File: config.mk
export PLATFORM = sky130hd
export DESIGN_NAME = seq_divider
export DESIGN_NICKNAME = d
export VERILOG_FILES = /design/src/rtl/seq_divider_pkg.sv /design/src/rtl/seq_divider_div_step.sv /design/src/rtl/seq_divider.sv
export SDC_FILE = /design/constraint.sdc
export NUM_CORES = 1
export LEC_CHECK = 0
export ABC_AREA = 1
export BUFFER_PORTS_ARGS = -buffer_cell sky130_fd_sc_hd__buf_4
export CORE_MARGIN = 2
export CORE_UTILIZATION = 50
export CTS_CLUSTER_SIZE = 25
export DETAILED_ROUTE_END_ITERATION = 10
export PLACE_DENSITY = 0.69
export SLEW_MARGIN = 0
export SYNTH_ARGS = -nofsm -noshare
export SYNTH_HDL_FRONTEND = slang
export SYNTH_SLANG_ARGS = --single-unit
File: constraint.sdc
create_clock -name clk -period 10.4 [get_ports clk]
set_input_delay 2.08 -clock clk [delete_from_list [all_inputs] [get_ports clk]]
set_output_delay 2.08 -clock clk [all_outputs]
set_load 0.005 [all_outputs]
File: src/rtl/seq_divider_pkg.sv
// Shared state encoding and width-generic sign helpers for the iterative divider.
// Helpers work on MAX_W-bit containers; callers pass their true width.
package divider_pkg;

  typedef logic [1:0] state_t;

  localparam state_t S_IDLE = 2'd0;
  localparam state_t S_CALC = 2'd1;
  localparam state_t S_DONE = 2'd2;

  localparam int MAX_W = 64;

  function automatic logic [MAX_W-1:0] width_mask(input int w);
    return {MAX_W{1'b1}} >> (MAX_W - w);
  endfunction

  // Two's-complement negation confined to the low w bits.
  function automatic logic [MAX_W-1:0] neg_w(input logic [MAX_W-1:0] x, input int w);
    return (~x + MAX_W'(1)) & width_mask(w);
  endfunction

  // Magnitude of a w-bit value; the most negative value maps to itself,
  // which is exactly the unsigned magnitude the datapath needs.
  function automatic logic [MAX_W-1:0] abs_w(input logic [MAX_W-1:0] x,
                                             input logic signed_en,
                                             input int w);
    if (signed_en && x[w-1]) begin
      return neg_w(x, w);
    end
    return x & width_mask(w);
  endfunction

endpackage

File: src/rtl/seq_divider_div_step.sv
// One combinational restoring-division iteration: shift the partial remainder
// left by one pulling in the next dividend bit, subtract the divisor if it fits.
module div_step
  import divider_pkg::*;
#(
  parameter int WIDTH = 32
) (
  input  logic [WIDTH:0]   rem,
  input  logic [WIDTH-1:0] acc,
  input  logic [WIDTH-1:0] dvs,
  output logic [WIDTH:0]   rem_n,
  output logic [WIDTH-1:0] acc_n
);

  logic [WIDTH:0] shifted;
  logic [WIDTH:0] diff;
  logic           fits;
  logic           unused_top;

  // The partial remainder is always below the divisor, so its top bit is
  // zero here and dropping it during the shift loses nothing.
  assign shifted    = {rem[WIDTH-1:0], acc[WIDTH-1]};
  assign diff       = shifted - {1'b0, dvs};
  assign fits       = (shifted >= {1'b0, dvs});
  assign rem_n      = fits ? diff : shifted;
  assign acc_n      = {acc[WIDTH-2:0], fits};
  assign unused_top = rem[WIDTH];

endmodule

File: src/rtl/seq_divider.sv
// Iterative restoring divider for RV32M DIV/DIVU/REM/REMU, one quotient bit per cycle.
// Optional build macro: DIV_EARLY_OUT_EN (finish in one cycle when |dividend| < |divisor|).
module seq_divider #(
  parameter int WIDTH = 32,
  parameter int CNT_W = $clog2(WIDTH) + 1
) (
  input  logic             clk,
  input  logic             rst,
  input  logic             in_valid,
  output logic             in_ready,
  input  logic             is_signed,
  input  logic [WIDTH-1:0] dividend,
  input  logic [WIDTH-1:0] divisor,
  output logic             out_valid,
  input  logic             out_ready,
  output logic [WIDTH-1:0] quotient,
  output logic [WIDTH-1:0] remainder,
  output logic             busy
);
  import divider_pkg::*;

  state_t           state;
  logic [CNT_W-1:0] count;
  logic [WIDTH:0]   rem;
  logic [WIDTH-1:0] acc;
  logic [WIDTH-1:0] dvs;
  logic             q_neg;
  logic             r_neg;

  logic [WIDTH-1:0] abs_dvd;
  logic [WIDTH-1:0] abs_dvs;
  logic             div_zero;
  logic             early_out;
  logic [WIDTH:0]   step_rem;
  logic [WIDTH-1:0] step_acc;
  logic [WIDTH-1:0] q_fix;
  logic [WIDTH-1:0] r_fix;

  assign abs_dvd  = WIDTH'(abs_w(MAX_W'(dividend), is_signed, WIDTH));
  assign abs_dvs  = WIDTH'(abs_w(MAX_W'(divisor), is_signed, WIDTH));
  assign div_zero = (divisor == '0);

`ifdef DIV_EARLY_OUT_EN
  assign early_out = !div_zero && (abs_dvd < abs_dvs);
`else
  assign early_out = 1'b0;
`endif

  div_step #(
    .WIDTH (WIDTH)
  ) u_step (
    .rem   (rem),
    .acc   (acc),
    .dvs   (dvs),
    .rem_n (step_rem),
    .acc_n (step_acc)
  );

  // Sign fix-up is applied to the final step's output so the result lands
  // in the same edge that enters DONE.
  assign q_fix = q_neg ? WIDTH'(neg_w(MAX_W'(step_acc), WIDTH)) : step_acc;
  assign r_fix = r_neg ? WIDTH'(neg_w(MAX_W'(step_rem[WIDTH-1:0]), WIDTH))
                       : step_rem[WIDTH-1:0];

  always_ff @(posedge clk or posedge rst) begin
    if (rst) begin
      state     <= S_IDLE;
      count     <= '0;
      rem       <= '0;
      acc       <= '0;
      dvs       <= '0;
      q_neg     <= 1'b0;
      r_neg     <= 1'b0;
      quotient  <= '0;
      remainder <= '0;
    end else begin
      case (state)
        S_IDLE: begin
          if (in_valid) begin
            rem   <= '0;
            acc   <= abs_dvd;
            dvs   <= abs_dvs;
            q_neg <= is_signed && (dividend[WIDTH-1] ^ divisor[WIDTH-1]);
            r_neg <= is_signed && dividend[WIDTH-1];
            if (div_zero) begin
              quotient  <= '1;
              remainder <= dividend;
              state     <= S_DONE;
            end else if (early_out) begin
              quotient  <= '0;
              remainder <= dividend;
              state     <= S_DONE;
            end else begin
              count <= CNT_W'(WIDTH);
              state <= S_CALC;
            end
          end
        end
        S_CALC: begin
          rem   <= step_rem;
          acc   <= step_acc;
          count <= count - CNT_W'(1);
          if (count == CNT_W'(1)) begin
            quotient  <= q_fix;
            remainder <= r_fix;
            state     <= S_DONE;
          end
        end
        S_DONE: begin
          if (out_ready) begin
            state <= S_IDLE;
          end
        end
        default: state <= S_IDLE;
      endcase
    end
  end

  assign in_ready  = (state == S_IDLE);
  assign out_valid = (state == S_DONE);
  assign busy      = (state != S_IDLE);

endmodule

* Yosys cells after proc, flatten, opt, wreduce, memory -nomap -nowiden
Cells that the tools add are included.
Storage, ports and cells: flip-flop bits (word level) 170, output and inout bits 67, input bits 69
Operators by class: bitwise logic cells 5, magnitude comparators 1, reductions and logical operators 12, add/sub/neg operators 6, muxes and demuxes 29, eq/ne operators 8
Operators with widths (number):
- two-way mux 32 bit | 15
- one-hot mux 32 bit (2 select lines) | 4
- adder 32 x 1 -> 32 bit, second input constant | 4
- inverter 32 bit | 4
- >= comparator 33 x 32 -> 1 bit | 1
- zero test 32 bit | 1
- subtractor 32 bit | 1
- two-way mux 6 bit | 2
- one-hot mux 6 bit (2 select lines) | 1
- two-way mux 2 bit | 4
- equality test 6 x 1 -> 1 bit, second input constant | 1
- != test 2 bit, second input constant | 3
- one-hot mux 2 bit (3 select lines) | 1
- AND reduction 3 bit | 2
- subtractor 6 x 1 -> 6 bit, second input constant | 1
- != test 2 x 1 -> 1 bit, second input constant | 2
- AND reduction 2 bit | 2
- AND reduction 4 bit | 1
- nonzero test 2 bit | 2
- logical AND 1 bit | 3
- equality test 2 x 1 -> 1 bit, second input constant | 1
- equality test 2 bit, second input constant | 1
- zero test 2 bit | 1
- two-way mux 1 bit | 2
- XOR 1 bit | 1

* Logic depth before layout (Yosys ltp)
depth in word-level cells 7, gate-level depth with buffers 30

* Modules after synthesis
A second synthesis with hierarchy kept.
Unflattened totals: cell total of the unflattened synthesis 2446, area, all modules 14604.0 µm²
By module, submodules not included:
- seq_divider | cells an instance 1718, times used 1, area each 11115.7 µm², sequential area each 4279.1 µm²
- div_step | cells an instance 728, times used 1, area each 3488.3 µm², sequential area each 0.0 µm²

* Worst setup path before layout
OpenSTA, ideal clock, no wires.
path type in2reg, start input port divisor[0], end register remainder[7], required time 10280 ps, stages on the path 14, slack 6355 ps, buffers on the path 2, arrival 3925 ps, library setup time 120 ps, path through inv_1 ha_1 nand2_1 nor4_2 nand4_1 nand3b_1 nor2_1 a31oi_1 nor2_1 buf_2 buf_2 nand4_1 o21ai_0 inv_1
On the way: cells in the longest elaborated chain, start to end 3
RTL lines:
- start: declaration | line seq_divider.sv:13 | input logic [WIDTH-1:0] divisor,
- zero test 32 bit | line seq_divider.sv:41 | assign div_zero = (divisor == '0);
- != test 2 x 1 -> 1 bit (no line)
- AND reduction 4 bit (no line)
- end signal: assignment | line seq_divider.sv:87 | remainder <= dividend;
- end signal: assignment | line seq_divider.sv:91 | remainder <= dividend;
- end signal: assignment | line seq_divider.sv:105 | remainder <= r_fix;
- end: declaration | line seq_divider.sv:17 | output logic [WIDTH-1:0] remainder,
Every way passes these cells. A chain may end at the register's enable or synchronous reset.

* Worst setup path after layout
start input port in_valid, end register remainder[15]
On the way: cells in the longest elaborated chain, start to end 2
RTL lines:
- start: declaration | line seq_divider.sv:9 | input logic in_valid,
- != test 2 bit (no line)
- AND reduction 4 bit (no line)
Every way passes these cells.

==> impl_metrics.toml <==
[routing]
avgRoutedWirePerCell_um = 18.13
routed_wl_um = 46150
dr.first_iter.drc_count = 1310
ant_nets = 0
num_vias = 14180
routed_via_density = 5.570
post-route-drc-count = 0
dr.pass1.iters = 6

[sta]
relSlewSlack = 0.2458
rsz0062_at_grt = "no"
finalSetupTns_ns = 0
setup_viol = 0
maxSlewViolCount = 0
max_freq_mhz = 186.3
skew_ns = 0.01837
hold_viol = 0
min_period_ns = 5.368
tightest_slew_ns = 1.127
fin_crit_sh = 0.5162
setup_slack_ns = 5.032

[synth]
yosysMostFrequentCell = "nand2_1"
syn_avg_cell_area_um2 = 6.407
synth-seq-area-share = 0.3166
synth.cell_area_um2 = 13440
ys.flop_type = "dfrtp_1"
syn_inst = 2097
yosys-top-cells-count = "591 x nand2_1, 304 x inv_1, 253 x nor2_1"
synth_cell_type_count = 62
synth-edff-count = 0
synth_seq_cells = 170
async_flop_share = 1.000
syn_nets = 2205
ys_top_cells_by_area = "dfrtp_1 32%, nand2_1 17%, inv_1 8.5%"
synth_top_area_cell = "dfrtp_1"
synth_top_area_frac = 0.3166
yosysWarnings = 0

[placed_design]
numPortBuffers = 135
dpl_cell_area_um2 = 14650
dpl_worst_slack_ns = 4.684
gp_routability_congestion = 0.9519
dp_hpwl_um = 35550

[cts]
cts_resized = 0
cts_max_level = 4
cts_tree = "done"
ctsLongestPathBuffers = 2
holdBufCountCts = 0
cts_buffers = 17
clock-sinks = 170
clock_latency_ns = 0.44
clockRootBuffer = "clkbuf_16"
clk_pin_slew_ns = 0.08
cts_setup_buffers = 0

[cells_and_area]
fin_nets = 2299
drive_gt1_frac = 0.1243
utilization = 0.5721
syn2layout_area_growth_pct = 13.48
fin_area_um2 = 15250

[min_path]
hold_path_class = "reg2reg"
hp-start = "remainder[23]"

[global_routing]
grt_max_degree = 76
grt_pass1_wl_um = 73000
grt_overflow_total = 0
grtUsageTotal = 0.3308
grt_pass1_vias = 13610
antenna_found_initial = 3

[setup_path]
critPathLaunch = "in_valid"
critPathKind = "in2reg"
start_kind = "primary input"
cp_data_required_time_ns = 10.73
endpoint_kind = "flip-flop"
arrival_ns = 5.70
crit_fanout = 75
reg2reg_from = "dvs[23]"

[die]
coreArea_um2 = 26650
dieArea_um2 = 28200
placementRows = 60
io_pins = 136
die_h_um = 167.9
start_util = 0.5041
die_w_um = 167.9

[flow_run]
drv_cap = 0

[run_status]
status = "finished clean"
==> worst paths after layout <==
check                           endpoint  slack, ns  cells after the start
setup / recovery           remainder[15]       5.03                     15
hold / removal             remainder[23]       0.48                      2
setup reg to reg            quotient[30]       5.24                     26
hold reg to reg            remainder[23]       0.48                      2
max in group asynchronous         dvs[8]       7.46                      3
min in group asynchronous  remainder[16]       1.68                      2
==> per-stage QoR <==
stage | hold slack, ns | std cells
floorplan | 0.4515 | 2097
global placement | 0.4654 | 2513
detailed placement | 0.4667 | 2513
CTS | 0.4886 | 2545
global route | 0.5129 | 2545
finish | 0.4810 | 2546
==> metal layers <==
metal  vias to the layer above  track usage  wire length [µm]
met5                         -            0                23
met4                         4       0.1259              1590
met3                        95      0.06229              3448
met2                       546       0.5178             20680
met1                      6624       0.4558             20410
li1                       6911            -                 -
==> worst max-delay path, cell delays in order <==
cell and delay [ns]:
buf_4 0.07, inv_1 0.03, nor2_1 0.08, buf_4 0.22, clkinv_1 0.08, buf_4 0.34
nand2_1 0.73, nand2_1 0.22, nor2_4 0.15, buf_4 0.54, inv_2 0.58, nor2_1 0.27
nand3_1 0.10, o21ai_1 0.08, inv_1 0.05
==> layout make-up <==
| cell class | instances | area [µm²] |
|---|---|---|
| fill | 2665 | 11400 |
| multi-input combinational | 1541 | 7679 |
| sequential | 170 | 4254 |
| inverter | 315 | 1190 |
| timing repair buffer | 146 | 1096 |
| tap | 341 | 426.7 |
| clock buffer | 17 | 425.4 |
| clock inverter | 15 | 172.7 |
| antenna | 1 | 2.502 |
==> cell usage in the layout, fill, tap and decap left out, drive strengths merged, types with 13 or more instances in the layout <==
cell / Yosys / final
clkbuf: 49 / 17
inv: 313 / 319
a21oi: 65 / 65
a31oi: 25 / 25
nand3: 163 / 163
buf: 22 / 146
o21ai: 150 / 150
nor2: 272 / 272
nor3: 27 / 27
nand3b: 13 / 13
or2: 13 / 13
dfrtp: 170 / 170
ha: 38 / 38
nand4: 35 / 35
nand2: 625 / 625
xor2: 36 / 36
o211ai: 14 / 14
==> kinds of logic (layout without fill, tap and decap cells) <==
group           count (synthesis)  after routing  synth area share
xor+xnor                       43             43           0.02803
other cells                     0              1                 0
simple gates                 1154           1154            0.3723
fa+ha+maj                      39             39           0.03688
buf+inv                       386            493            0.1130
flops                         170            170            0.3166
compound gates                305            305            0.1332
==> flip-flops by register name, indices dropped and copies added, names as in the netlist <==
register   flops
rem           32
count          6
q_neg          1
quotient      32
state          2
remainder     32
dvs           32
acc           32
r_neg          1
Power is left out: the tool's default activity adds up to more than one toggle a clock period on the data nets, which glitch-free logic cannot reach.
